`src/rtl/pll_cfg_pkg.sv`:
```
// Shared definitions for the pixel-clock PLL configuration sequencer.
// The state encoding doubles as a status field in the control-register map.
package pll_cfg_pkg;

  typedef enum logic [2:0] {
    IDLE       = 3'd0,
    ASSERT_RST = 3'd1,
    SHIFT      = 3'd2,
    RELEASE    = 3'd3,
    WAIT_LOCK  = 3'd4,
    RUN        = 3'd5,
    ERROR      = 3'd6
  } state_t;

  localparam int DEF_CFG_BITS     = 26;
  localparam int DEF_SCLK_DIV     = 4;
  localparam int DEF_RESET_HOLD   = 16;
  localparam int DEF_LOCK_QUAL    = 8;
  localparam int DEF_LOCK_TIMEOUT = 65535;

  // A new load command is only honoured once the previous one has settled.
  function automatic logic accepts_start(input state_t s);
    return (s == IDLE) || (s == RUN) || (s == ERROR);
  endfunction

endpackage

```
`src/rtl/pll_cfg_shifter.sv`:
```
// DIV-paced serial shifter: MSB-first on sdi with an sclk of 2*DIV clk cycles per bit,
// capturing sdo into readback on every sclk rising edge.
module pll_cfg_shifter #(
  parameter int BITS = 26,
  parameter int DIV  = 4
) (
  input  logic            clk,
  input  logic            reset,
  input  logic            load,
  input  logic [BITS-1:0] data,
  input  logic            start,
  input  logic            sdo,
  output logic            sclk,
  output logic            sdi,
  output logic [BITS-1:0] readback,
  output logic            done
);

  localparam int DW = $clog2(DIV + 1);
  localparam int BW = $clog2(BITS + 1);

  logic [BITS-1:0] sreg;
  logic [DW-1:0]   div_cnt;
  logic [BW-1:0]   bit_cnt;
  logic            active;
  logic            phase_end;

  assign phase_end = active && (div_cnt == DW'(DIV - 1));
  // Strobes during the final high-phase cycle so the caller can leave on the same edge.
  assign done = phase_end && sclk && (bit_cnt == BW'(BITS - 1));

  always_ff @(posedge clk) begin
    if (reset) begin
      sreg     <= '0;
      div_cnt  <= '0;
      bit_cnt  <= '0;
      active   <= 1'b0;
      sclk     <= 1'b0;
      sdi      <= 1'b0;
      readback <= '0;
    end else if (load) begin
      sreg <= data;
    end else if (start) begin
      active  <= 1'b1;
      div_cnt <= '0;
      bit_cnt <= '0;
      sclk    <= 1'b0;
      sdi     <= sreg[BITS-1];
    end else if (phase_end) begin
      div_cnt <= '0;
      if (!sclk) begin
        sclk     <= 1'b1;
        readback <= {readback[BITS-2:0], sdo};
      end else begin
        sclk <= 1'b0;
        sreg <= {sreg[BITS-2:0], 1'b0};
        if (done) begin
          active <= 1'b0;
          sdi    <= 1'b0;
        end else begin
          bit_cnt <= bit_cnt + 1'b1;
          sdi     <= sreg[BITS-2];
        end
      end
    end else if (active) begin
      div_cnt <= div_cnt + 1'b1;
    end
  end

endmodule

```
`src/rtl/pll_cfg_seq.sv`:
```
// Pixel-clock PLL load sequencer: reset/bypass the PLL, shift the config word,
// release, qualify lock with a timeout, then release the pixel-domain reset.
module pll_cfg_seq
  import pll_cfg_pkg::*;
#(
  parameter int CFG_BITS     = DEF_CFG_BITS,
  parameter int SCLK_DIV     = DEF_SCLK_DIV,
  parameter int RESET_HOLD   = DEF_RESET_HOLD,
  parameter int LOCK_QUAL    = DEF_LOCK_QUAL,
  parameter int LOCK_TIMEOUT = DEF_LOCK_TIMEOUT
) (
  input  logic                clk,
  input  logic                reset,
  input  logic [CFG_BITS-1:0] cfg_data,
  input  logic                cfg_start,
  output logic                cfg_busy,
  output logic                cfg_done,
  output logic                cfg_error,
  output logic                lock_lost,
  output logic [CFG_BITS-1:0] readback,
  output logic                pll_nreset,
  output logic                pll_bypass,
  output logic                pll_sclk,
  output logic                pll_sdi,
  input  logic                pll_sdo,
  input  logic                pll_locked,
  output logic                pclk_reset_req
);

  localparam int HW = $clog2(RESET_HOLD + 1);
  localparam int QW = $clog2(LOCK_QUAL + 1);
  localparam int TW = $clog2(LOCK_TIMEOUT + 1);

  state_t        state;
  logic          lock_meta;
  logic          lock_sync;
  logic [HW-1:0] hold_cnt;
  logic [QW-1:0] qual_cnt;
  logic [TW-1:0] tout_cnt;
  logic [QW-1:0] qual_nxt;
  logic [TW-1:0] tout_nxt;
  logic          accept;
  logic          shift_go;
  logic          shift_done;

  assign accept   = cfg_start && accepts_start(state);
  assign shift_go = (state == ASSERT_RST) && (hold_cnt == HW'(RESET_HOLD - 1));
  assign qual_nxt = lock_sync ? qual_cnt + 1'b1 : '0;
  assign tout_nxt = tout_cnt + 1'b1;

  // pll_locked comes from the PLL's own clock domain.
  always_ff @(posedge clk) begin
    if (reset) begin
      lock_meta <= 1'b0;
      lock_sync <= 1'b0;
    end else begin
      lock_meta <= pll_locked;
      lock_sync <= lock_meta;
    end
  end

  pll_cfg_shifter #(
    .BITS (CFG_BITS),
    .DIV  (SCLK_DIV)
  ) u_shifter (
    .clk      (clk),
    .reset    (reset),
    .load     (accept),
    .data     (cfg_data),
    .start    (shift_go),
    .sdo      (pll_sdo),
    .sclk     (pll_sclk),
    .sdi      (pll_sdi),
    .readback (readback),
    .done     (shift_done)
  );

  always_ff @(posedge clk) begin
    if (reset) begin
      state          <= IDLE;
      hold_cnt       <= '0;
      qual_cnt       <= '0;
      tout_cnt       <= '0;
      pll_nreset     <= 1'b0;
      pll_bypass     <= 1'b1;
      pclk_reset_req <= 1'b1;
      cfg_busy       <= 1'b0;
      cfg_done       <= 1'b0;
      cfg_error      <= 1'b0;
      lock_lost      <= 1'b0;
    end else if (accept) begin
      state          <= ASSERT_RST;
      hold_cnt       <= '0;
      pll_nreset     <= 1'b0;
      pll_bypass     <= 1'b1;
      pclk_reset_req <= 1'b1;
      cfg_busy       <= 1'b1;
      cfg_done       <= 1'b0;
      cfg_error      <= 1'b0;
      lock_lost      <= 1'b0;
    end else begin
      case (state)
        ASSERT_RST: begin
          if (shift_go) state <= SHIFT;
          else          hold_cnt <= hold_cnt + 1'b1;
        end
        SHIFT: begin
          if (shift_done) begin
            state      <= RELEASE;
            pll_nreset <= 1'b1;
          end
        end
        RELEASE: begin
          state    <= WAIT_LOCK;
          qual_cnt <= '0;
          tout_cnt <= '0;
        end
        WAIT_LOCK: begin
          qual_cnt <= qual_nxt;
          tout_cnt <= tout_nxt;
          // Lock is checked first so a lock on the last allowed cycle still succeeds.
          if (qual_nxt == QW'(LOCK_QUAL)) begin
            state      <= RUN;
            pll_bypass <= 1'b0;
            cfg_done   <= 1'b1;
            cfg_busy   <= 1'b0;
          end else if (tout_nxt == TW'(LOCK_TIMEOUT)) begin
            state          <= ERROR;
            pll_bypass     <= 1'b1;
            pclk_reset_req <= 1'b1;
            cfg_error      <= 1'b1;
            cfg_busy       <= 1'b0;
          end
        end
        RUN: begin
          if (!lock_sync) begin
            state          <= WAIT_LOCK;
            qual_cnt       <= '0;
            tout_cnt       <= '0;
            lock_lost      <= 1'b1;
            pclk_reset_req <= 1'b1;
            cfg_busy       <= 1'b1;
          end else begin
            // Bypass already dropped on entry; the pixel reset follows one cycle later.
            pclk_reset_req <= 1'b0;
          end
        end
        default: ;
      endcase
    end
  end

endmodule
```
`config.mk`:
```
export PLATFORM = sky130hd
export DESIGN_NAME = pll_cfg_seq
export DESIGN_NICKNAME = d
export VERILOG_FILES = /design/src/rtl/pll_cfg_pkg.sv /design/src/rtl/pll_cfg_shifter.sv /design/src/rtl/pll_cfg_seq.sv
export SDC_FILE = /design/constraint.sdc
export NUM_CORES = 1
export LEC_CHECK = 0
export BUFFER_PORTS_ARGS = -buffer_cell sky130_fd_sc_hd__buf_4
export CAP_MARGIN = 20
export CORE_ASPECT_RATIO = 1.25
export CORE_MARGIN = 3
export CORE_UTILIZATION = 44
export CTS_BUF_LIST = sky130_fd_sc_hd__clkbuf_16
export DETAILED_ROUTE_END_ITERATION = 7
export HOLD_SLACK_MARGIN = 0.15
export PLACE_DENSITY = 0.67
export SYNTH_ARGS = -nofsm -noshare
export SYNTH_HDL_FRONTEND = slang
export SYNTH_SLANG_ARGS = --single-unit
```
`constraint.sdc`:
```
create_clock -name clk -period 2.8 [get_ports clk]
set_input_delay 0 -clock clk [delete_from_list [all_inputs] [get_ports clk]]
set_output_delay 0 -clock clk [all_outputs]
set_load 0.02 [all_outputs]
```
[Yosys cells after proc, flatten, opt, wreduce, memory -nomap -nowiden]
Index checks and enable logic that the tools add are counted.
Word-level totals
  output and inout bits: 35
  word-level logic and storage cells: 137
  bits of input ports: 31
  bits in registers: 100
Cells by class
  bitwise logic cells: 5
  muxes and demuxes: 44
  reductions and logical operators: 39
  equal/unequal tests: 23
  $add $sub $neg: 5
Operator list (number)
  26-bit 2-to-1 mux: 4
  16-bit one-hot mux with 3 select lines: 1
  3-bit 2-to-1 mux: 8
  1-bit 2-to-1 mux: 20
  5-bit 2-to-1 mux: 4
  3-bit AND reduction: 6
  16-bit by 1-bit adder with 16-bit output, second input constant: 1
  16-bit equality test, second input constant: 1
  16-bit 2-to-1 mux: 1
  3-bit one-hot mux with 5 select lines: 1
  2-bit inequality test, second input constant: 7
  2-bit AND reduction: 7
  2-bit nonzero test: 7
  3-bit inequality test, second input constant: 4
  4-bit one-hot mux with 3 select lines: 1
  4-bit AND reduction: 3
  5-bit by 1-bit adder with 5-bit output, second input constant: 2
  5-bit AND reduction: 2
  3-bit by 2-bit equality test with 1-bit output, second input constant: 3
  3-bit equality test, second input constant: 3
  3-bit nonzero test: 3
  4-bit 2-to-1 mux: 2
  6-bit nonzero test: 1
  5-bit by 4-bit equality test with 1-bit output, second input constant: 1
  other kinds (13): 23

[Logic depth before layout (Yosys ltp)]
Gate-level depths: netlist (run 1).
  depth in word-level cells: 8
  mapped depth: 11
  gate-level depth less buffers: 8

[Cells and area by module]
From an unflattened synthesis (run 1), not the netlist that was laid out.
Second synthesis, totals
  cells, all modules: 590
  area, all modules: 4857.2 um^2
Modules (own cells, without submodules)
  pll_cfg_shifter: area each 2695.1 um^2, seq. area each 1261.2 um^2, cells each 309, times used 1
  pll_cfg_seq: area each 2162.1 um^2, seq. area each 740.7 um^2, cells each 281, times used 1

[Worst setup path after synthesis (run 1)]
No wires, ideal clock.
  path kind: flip-flop to flip-flop
  start: reg hold_cnt[0]
  end: reg u_shifter.readback[16]
  path slack: 0.632 ns
  cell stages (with the launch flop): 12
  setup time: 0.132 ns
  arrival time: 2.036 ns
  path buffers: 3
  data required time: 2.668 ns
  period minus slack after synthesis: 2.168 ns
  path through: dfxtp_1 ha_1 and3_1 ha_1 nor4bb_1 buf_2 nand2b_1 or3_1 buf_2 buf_2 nand2_1 a21oi_1
On the way
  word-level cells in the longest chain between the ends: 4
RTL lines
  start: declaration: line pll_cfg_seq.sv:37  | logic [HW-1:0] hold_cnt;
  start signal: assignment: line pll_cfg_seq.sv:105  | else hold_cnt <= hold_cnt + 1'b1;
  5-bit by 4-bit equality test with 1-bit output: line pll_cfg_seq.sv:47  | assign shift_go = (state == ASSERT_RST) && (hold_cnt == HW'(RESET_HOLD - 1));
  1-bit logical AND: line pll_cfg_seq.sv:47
  1-bit inverter (no source line)
  4-bit AND reduction (no source line)
  end signal: assignment: line pll_cfg_shifter.sv:53  | readback <= {readback[BITS-2:0], sdo};
  end: declaration: line pll_cfg_shifter.sv:15  | output logic [BITS-1:0] readback,
Every way passes these cells.
A chain may end at the register's enable or synchronous reset.

[Worst setup path after layout (run 1)]
  start: reg hold_cnt[0]
  end: reg u_shifter.sreg[0]
On the way
  word-level cells in the longest chain between the ends: 4
RTL lines
  5-bit by 4-bit equality test with 1-bit output: line pll_cfg_seq.sv:47
  1-bit logical AND: line pll_cfg_seq.sv:47
  2-bit inequality test (no source line)
  3-bit AND reduction (no source line)
  end signal: assignment: line pll_cfg_shifter.sv:42  | sreg <= data;
  end signal: assignment: line pll_cfg_shifter.sv:56  | sreg <= {sreg[BITS-2:0], 1'b0};
  end: declaration: line pll_cfg_shifter.sv:22  | logic [BITS-1:0] sreg;
Every way passes these cells.

==> impl_metrics.json, run 1 <==
{
  "status": "finished clean",
  "cts_sinks": 100,
  "reg2reg_slack_ps": 170,
  "cts_tree": "built",
  "finalSetupTns_ps": 0,
  "cp_slowest_stage_delay_ps": 590,
  "wl_um": 10150,
  "viasPerCell": 5.426,
  "hold_depth": 5,
  "die-area_mm2": 0.01158,
  "clock-root-buffer": "clkbuf_16",
  "gr-usage-all-layers_pct": 17.79,
  "core_mm2": 0.009809,
  "ys_seq_area_share_pct": 44.11,
  "synth_nets": 576,
  "end_kind": "flip-flop",
  "num_rows": 40,
  "grt_pass1_vias": 3782,
  "fin_area_mm2": 0.005754,
  "layout-drive-gt1-share_pct": 16.91,
  "worst_hold_slack_ps": 322.7,
  "vdd_drop_max_mv": 0.2944,
  "crit_fanout": 26,
  "p_leak_nw": 2.067,
  "io_pins": 66,
  "grt_max_degree": 59,
  "drcViolationCount": 0,
  "skew_ps": 5.145,
  "overflow": 0,
  "whs_endpoint": "u_shifter.sreg[20]",
  "first_pass_iters": 4,
  "grt_pass1_wl_um": 17240,
  "area_growth_pct": 26.80,
  "critical_path_class": "reg2reg",
  "hp-class": "in2reg",
  "hold_viol_final": 0,
  "setup_violations": 0,
  "cts_made_buffers": 9,
  "ys_ff_latch": 100,
  "gp_congestion": 0.7602,
  "synth_cells": 537,
  "synth_warnings": 0,
  "synthFlopType": "dfxtp_1",
  "synth_edf_count": 0,
  "fillCellCount": 886,
  "nets": 655,
  "place_area_mm2": 0.005127,
  "max_freq_mhz": 379.7,
  "min_from": "cfg_start",
  "ys_async_sr_fraction_pct": 0,
  "setup_slack_ps": 166.6,
  "worstReg2RegEnd": "u_shifter.sreg[0]",
  "p_per_area_mw_per_mm2": 515.6,
  "ant_nets": 0,
  "r2r_cells": 11,
  "avgSynthCellArea_um2": 8.451,
  "required_ps": 3030,
  "dp_hpwl_um": 6589,
  "power_w": 0.002967,
  "cp-start-kind": "flip-flop",
  "period_minus_slack_ps": 2633,
  "antenna_found_initial": 0,
  "cts.path.max_buffers": 2,
  "vias": 4053,
  "final-max-slew-violation-count": 0,
  "clock_latency_ps": 350,
  "yosysUniqueCellTypes": 54,
  "timing.slew.headroom_pct": 56.30,
  "syn-cell-area_mm2": 0.004538,
  "io_buffer_count": 65,
  "fp.dieW_um": 96.84,
  "start_util_pct": 46.26,
  "rsz0062_at_grt": "false",
  "drt_iter0_markers": 154,
  "pre_cts_ws_ps": 468.0,
  "htreeDepth": 3,
  "r2r_start": "hold_cnt[0]",
  "wl_per_cell_um": 13.59,
  "clkTransAtPathRegs_ps": 70,
  "cp.arrival_ps": 2870,
  "diodes": 0,
  "post-route-period-util_pct": 94.05,
  "crit_slowest_cell": "dlygate4sd3_1",
  "cap_violations": 0,
  "path_cells": "ha_1, and3_1, ha_1, nor4bb_4, buf_4, nor2_4, buf_12, nor2_1, a22oi_1, nor2_1, dlygate4sd3_1",
  "worstMarginPinSlew_ps": 646.4,
  "die_y_um": 119.5
}
-- per-layer routing --
metal / up-vias / GRT usage [%] / share of wire (%)
met4: 0 / 6.058 / 0.69
li1: 2070 / - / -
met3: 6 / 4.128 / 3.2
met1: 1913 / 20.36 / 44
met5: - / 0 / 0
met2: 64 / 32.34 / 52
-- per-stage QoR --
| stage | util (%) | instances |
|---|---|---|
| finish | 58.66 | 747 |
| global placement | 52.27 | 700 |
| floorplan | - | 537 |
| global route | 58.66 | 747 |
| CTS | 58.57 | 747 |
| detailed placement | 52.27 | 700 |
-- worst max path at each step --
stage / end / startpoint / depth (start not counted) / slack (ps)
after floorplan: u_shifter.readback[16] / hold_cnt[0] / 11 / 630
after global placement: u_shifter.bit_cnt[0] / hold_cnt[0] / 9 / 550
after detailed placement: u_shifter.bit_cnt[1] / hold_cnt[0] / 9 / 470
after CTS: u_shifter.sreg[0] / hold_cnt[0] / 11 / 160
after global routing: u_shifter.sreg[0] / hold_cnt[0] / 11 / 2
final: u_shifter.sreg[0] / hold_cnt[0] / 11 / 170
-- area by class of cell --
class	instances	area [um2]	share of cell area, %
multi-input cells	395	2390	41.53
clock buffers	9	225.2	3.914
repair buffers	105	878.3	15.26
clock inverters	7	82.58	1.435
flip-flops and latches	100	2002	34.79
inverters	5	18.77	0.3262
well taps	126	157.7	2.740
-- power breakdown --
| part | internal [W] | switching (W) |
|---|---|---|
| sequential | 0.00146 | 0.0000253 |
| clock | 0.000707 | 0.000570 |
| combinational | 0.000105 | 0.0000996 |
| total | 0.00227 | 0.000694 |
-- cell usage after synthesis, types with 3 or more instances --
master	number	area share [%]
o31ai_1	3	0.50
nor2b_1	3	0.41
dfxtp_1	100	44
xnor2_1	7	1.4
a211oi_1	28	4.6
a31oi_1	3	0.41
or3_1	9	1.2
o21ai_0	19	2.1
and3_1	4	0.55
mux2i_1	28	6.2
ha_1	8	2.2
a21o_1	3	0.50
xor2_1	5	0.96
nand2_1	78	6.5
nand3b_1	3	0.50
nand3_1	7	0.77
a21oi_1	55	6.1
buf_1	3	0.25
nor2_1	68	5.6
a311oi_1	6	1.2
clkbuf_1	21	1.7
or4_1	4	0.66
buf_2	12	1.3
nand4_1	3	0.41
nand4b_1	7	1.4
nor3_1	6	0.66
inv_1	5	0.41
nor4_1	4	0.55
-- layout by cell type, fill, tap and decap left out, types with 3 or more instances in the layout --
cell	instances
nor2b_1	3
nor3_1	6
and3_1	4
ha_1	8
a21o_1	3
a311oi_1	6
nand4b_1	7
a21oi_1	55
nor4_1	4
nand2_1	78
o31ai_1	3
mux2i_1	28
dlygate4sd3_1	31
clkbuf_16	9
nand3_1	7
or3_1	9
xnor2_1	7
o21ai_0	19
nand3b_1	3
nand4_1	3
xor2_1	5
dfxtp_1	100
buf_4	73
inv_1	5
or4_1	4
a211oi_1	28
nor2_1	68
-- sequential cells by signal, summed over array words and instances, names as in the netlist --
name,flops
u_shifter.readback,26
pll_nreset,1
qual_cnt,4
lock_meta,1
u_shifter.div_cnt,3
u_shifter.bit_cnt,5
pclk_reset_req,1
tout_cnt,16
state,3
u_shifter.active,1
lock_sync,1
lock_lost,1
cfg_error,1
hold_cnt,5
pll_bypass,1
cfg_done,1
u_shifter.sclk,1
u_shifter.sreg,26
cfg_busy,1
u_shifter.sdi,1
-- kinds of logic (layout without fill, tap and decap cells) --
group                      after synthesis  count (layout)  synth area share (%)
and+or+nand+nor                        220             220                 24.26
AOI/OAI and AO/OA                      127             127                 17.04
DFF                                    100             100                 44.11
buffers and inverters                   42             126                 3.888
muxes                                   28              28                 6.176
xor gates and xnor gates                12              12                 2.316
adders and majority gates                8               8                 2.206
-- repair_timing --
item | in CTS | in global routing
endpoints found under the setup margin | 0 | 1
endpoints found under the hold margin | 32 | 0
hold buffers | 31 | 0
gates resized for setup | 0 | 1
buffers inserted | 0 | 0
-- critical path: cells and delay by family, from the launching register on --
family / cells / cell delay [ps]
AO/OA/AOI/OAI: 1 / 150
adder cells (fa/ha/maj): 2 / 420
buffers and inverters: 3 / 1020
flip-flops: 1 / 330
AND/OR/NAND/NOR: 5 / 600
Power figures use the tool's default switching activity.
==> run 2: changes to the inputs <==
- ABC_AREA: unset -> 1
==> run 2 against run 1 <==
Net effect: design area rose by 1.4%; die area up 2.1%; flip-flop and latch count unchanged; combinational power increased by 120%; non-clock buffer count is the same; sequential power increased by 5%; register-to-register slack improved by 140 ps; largest power group unchanged.
==> impl_metrics.json, run 2 <==
{
  "status": "finished clean",
  "ys_async_sr_fraction_pct": 0,
  "synth_cells": 652,
  "final-seq-area_mm2": 0.002002,
  "avgSynthCellArea_um2": 7.118,
  "multi_input_area_mm2": 0.002290,
  "pre_cts_ws_ps": 523.7,
  "place_area_mm2": 0.005176,
  "fp.dieW_um": 97.86,
  "dp_hpwl_um": 7126,
  "num_rows": 41,
  "gp_congestion": 0.8503,
  "clock_latency_ps": 340,
  "cts_sinks": 100,
  "io_buffer_count": 65,
  "worstReg2RegEnd": "u_shifter.sreg[24]",
  "wl_per_cell_um": 12.47,
  "synth.area.top_cells": "dfxtp_1 43%, nand2_1 14%, a21oi_1 7.4%",
  "grt_pass1_wl_um": 18850,
  "die-area_mm2": 0.01182,
  "crit_fanout": 22,
  "cp_slowest_stage_delay_ps": 580,
  "whs_endpoint": "lock_meta",
  "path_cells": "ha_1, inv_1, nor2_1, ha_1, nand2_4, nand2_1, buf_4, o21ai_0, o21ai_0, a21oi_1, dlygate4sd3_1",
  "top_regs": "u_shifter.readback (26), u_shifter.sreg (26), tout_cnt (16)",
  "overflow": 0,
  "first_pass_iters": 4,
  "skew_ps": 9.361,
  "layout-drive-gt1-share_pct": 15.05,
  "cp.arrival_ps": 2720,
  "die_y_um": 120.8,
  "final-max-slew-violation-count": 0,
  "reg2reg_slack_ps": 310,
  "yosysUniqueCellTypes": 37,
  "end_kind": "flip-flop",
  "ant_nets": 0,
  "start_util_pct": 45.46,
  "grt_pass1_vias": 4325,
  "htreeDepth": 3,
  "r2r_cells": 11,
  "gr-usage-all-layers_pct": 18.99,
  "nets": 778,
  "clock-root-buffer": "clkbuf_16",
  "hold_viol_final": 0,
  "viasPerCell": 5.157,
  "period_minus_slack_ps": 2494,
  "cap_violations": 0,
  "core_mm2": 0.01021,
  "worst_hold_slack_ps": 274.5,
  "finalSetupTns_ps": 0,
  "drt_iter0_markers": 167,
  "synth_warnings": 0,
  "rsz0062_at_grt": "false",
  "setup_slack_ps": 306.1,
  "synth_top_area_share_pct": 43.14,
  "worstMarginPinSlew_ps": 711.3,
  "syn-cell-area_mm2": 0.004641,
  "io_pins": 66,
  "area_growth_pct": 25.75,
  "min_from": "reset",
  "p_per_area_mw_per_mm2": 562.7,
  "fin_area_mm2": 0.005836,
  "post-route-period-util_pct": 89.07,
  "setup_violations": 0,
  "utilization_pct": 57.16,
  "crit_slowest_cell": "dlygate4sd3_1",
  "synth_edf_count": 0,
  "cts_made_buffers": 9,
  "r2r_start": "hold_cnt[0]",
  "timing.slew.headroom_pct": 52.53,
  "vdd_drop_max_mv": 0.3331,
  "wl_um": 10890,
  "mostFrequentLayoutCell": "nand2_1",
  "fillCellCount": 974,
  "grt_max_degree": 60,
  "hold_depth": 3,
  "diodes": 0,
  "synth_nets": 691,
  "max_freq_mhz": 401.0,
  "vias": 4502,
  "cts_tree": "built",
  "ys_seq_area_share_pct": 43.14,
  "clkTransAtPathRegs_ps": 70,
  "critical_path_class": "reg2reg",
  "ys_ff_latch": 100,
  "yosysMostFrequentCell": "nand2_1",
  "drcViolationCount": 0,
  "synth_common_cells": "175 x nand2_1, 100 x dfxtp_1, 69 x a21oi_1, 60 x nand3_1, 52 x nor2_1",
  "synth_area_leader_cell": "dfxtp_1",
  "hp-class": "in2reg",
  "cts.path.max_buffers": 2,
  "synthFlopType": "dfxtp_1",
  "cp-start-kind": "flip-flop",
  "antenna_found_initial": 0,
  "mostFrequentLayoutCells": "175 x nand2_1, 100 x dfxtp_1, 70 x buf_4",
  "critPathBufInv": 3,
  "p_leak_nw": 2.246,
  "cp_top_family": "buffers and inverters",
  "required_ps": 3030
}
## run 2: changes by cell type in the layout (fill, tap and decap cells not counted), sizes merged, moves of 9 or more
cell | before | now
or3 | 9 | 0
inv | 8 | 53
nand2 | 78 | 182
nand3 | 9 | 61
a21oi | 55 | 70
a31oi | 3 | 22
o21ai | 20 | 41
nor2 | 69 | 57
mux2i | 28 | 0
a211oi | 28 | 1
## run 2: worst max path at each step
stage               slack [ps]  cells past startpoint   startpoint                      to
floorplan                 1040                     13  hold_cnt[0]  u_shifter.readback[24]
global placement           680                     13  hold_cnt[0]    u_shifter.bit_cnt[2]
detailed placement         520                     13  hold_cnt[0]    u_shifter.bit_cnt[2]
CTS                        270                     11  hold_cnt[0]       u_shifter.sreg[0]
global route                80                     11  hold_cnt[0]      u_shifter.sreg[15]
finish                     310                     11  hold_cnt[0]      u_shifter.sreg[24]
## run 2: layer usage
layer	wire, um	share of wire (%)	vias to the layer above	global-route usage, %
li1	-	-	2334	-
met1	4850	45	2074	22.66
met2	5489	50	74	32.71
met3	315	2.9	20	3.058
met4	230	2.1	0	9.870
met5	0	0	-	0
## run 2: cells by family (layout without fill, tap and decap cells)
| family | Yosys count | in the layout | share of synthesized area (%) |
|---|---|---|---|
| AOI/OAI and AO/OA | 141 | 141 | 16.39 |
| DFF | 100 | 100 | 43.14 |
| and+or+nand+nor | 318 | 318 | 29.98 |
| buffers and inverters | 81 | 173 | 7.576 |
| adders and majority gates | 8 | 8 | 2.157 |
| xor gates and xnor gates | 4 | 4 | 0.7551 |
## run 2: worst reg2reg max path: cells and delay by family, from the launching register on
family,cells,cell delay (ps)
compound gates,3,310
fa+ha+maj,2,430
buf+inv,3,900
flops,1,390
simple gates,3,360
## run 2: through the flow
stage / std cells / power, W
after global placement: 822 / 0.001982
after floorplan: 652 / 0.001883
final: 873 / 0.003284
after detailed placement: 822 / 0.001992
after global routing: 873 / 0.003443
after CTS: 873 / 0.003310
## run 2: final cells by class
cell class | instances | share of cell area [%]
Tap cell | 129 | 2.766
Timing Repair Buffer | 105 | 15.01
Inverter | 52 | 3.431
Sequential cell | 100 | 34.31
Clock buffer | 9 | 3.859
Clock inverter | 7 | 1.394
Multi-Input combinational cell | 471 | 39.24
## run 2: timing repair
action                                  in CTS  in global routing
endpoints found under the setup margin       0                  2
hold buffers                                35                  0
hold endpoints to repair                    32                  0
gates resized for setup                      0                  1
buffers inserted                             0                  0
## run 2: report_power, final
group          switching (W)  internal (W)
sequential         0.0000600       0.00151
clock               0.000559      0.000707
combinational       0.000261      0.000185
total               0.000880       0.00240
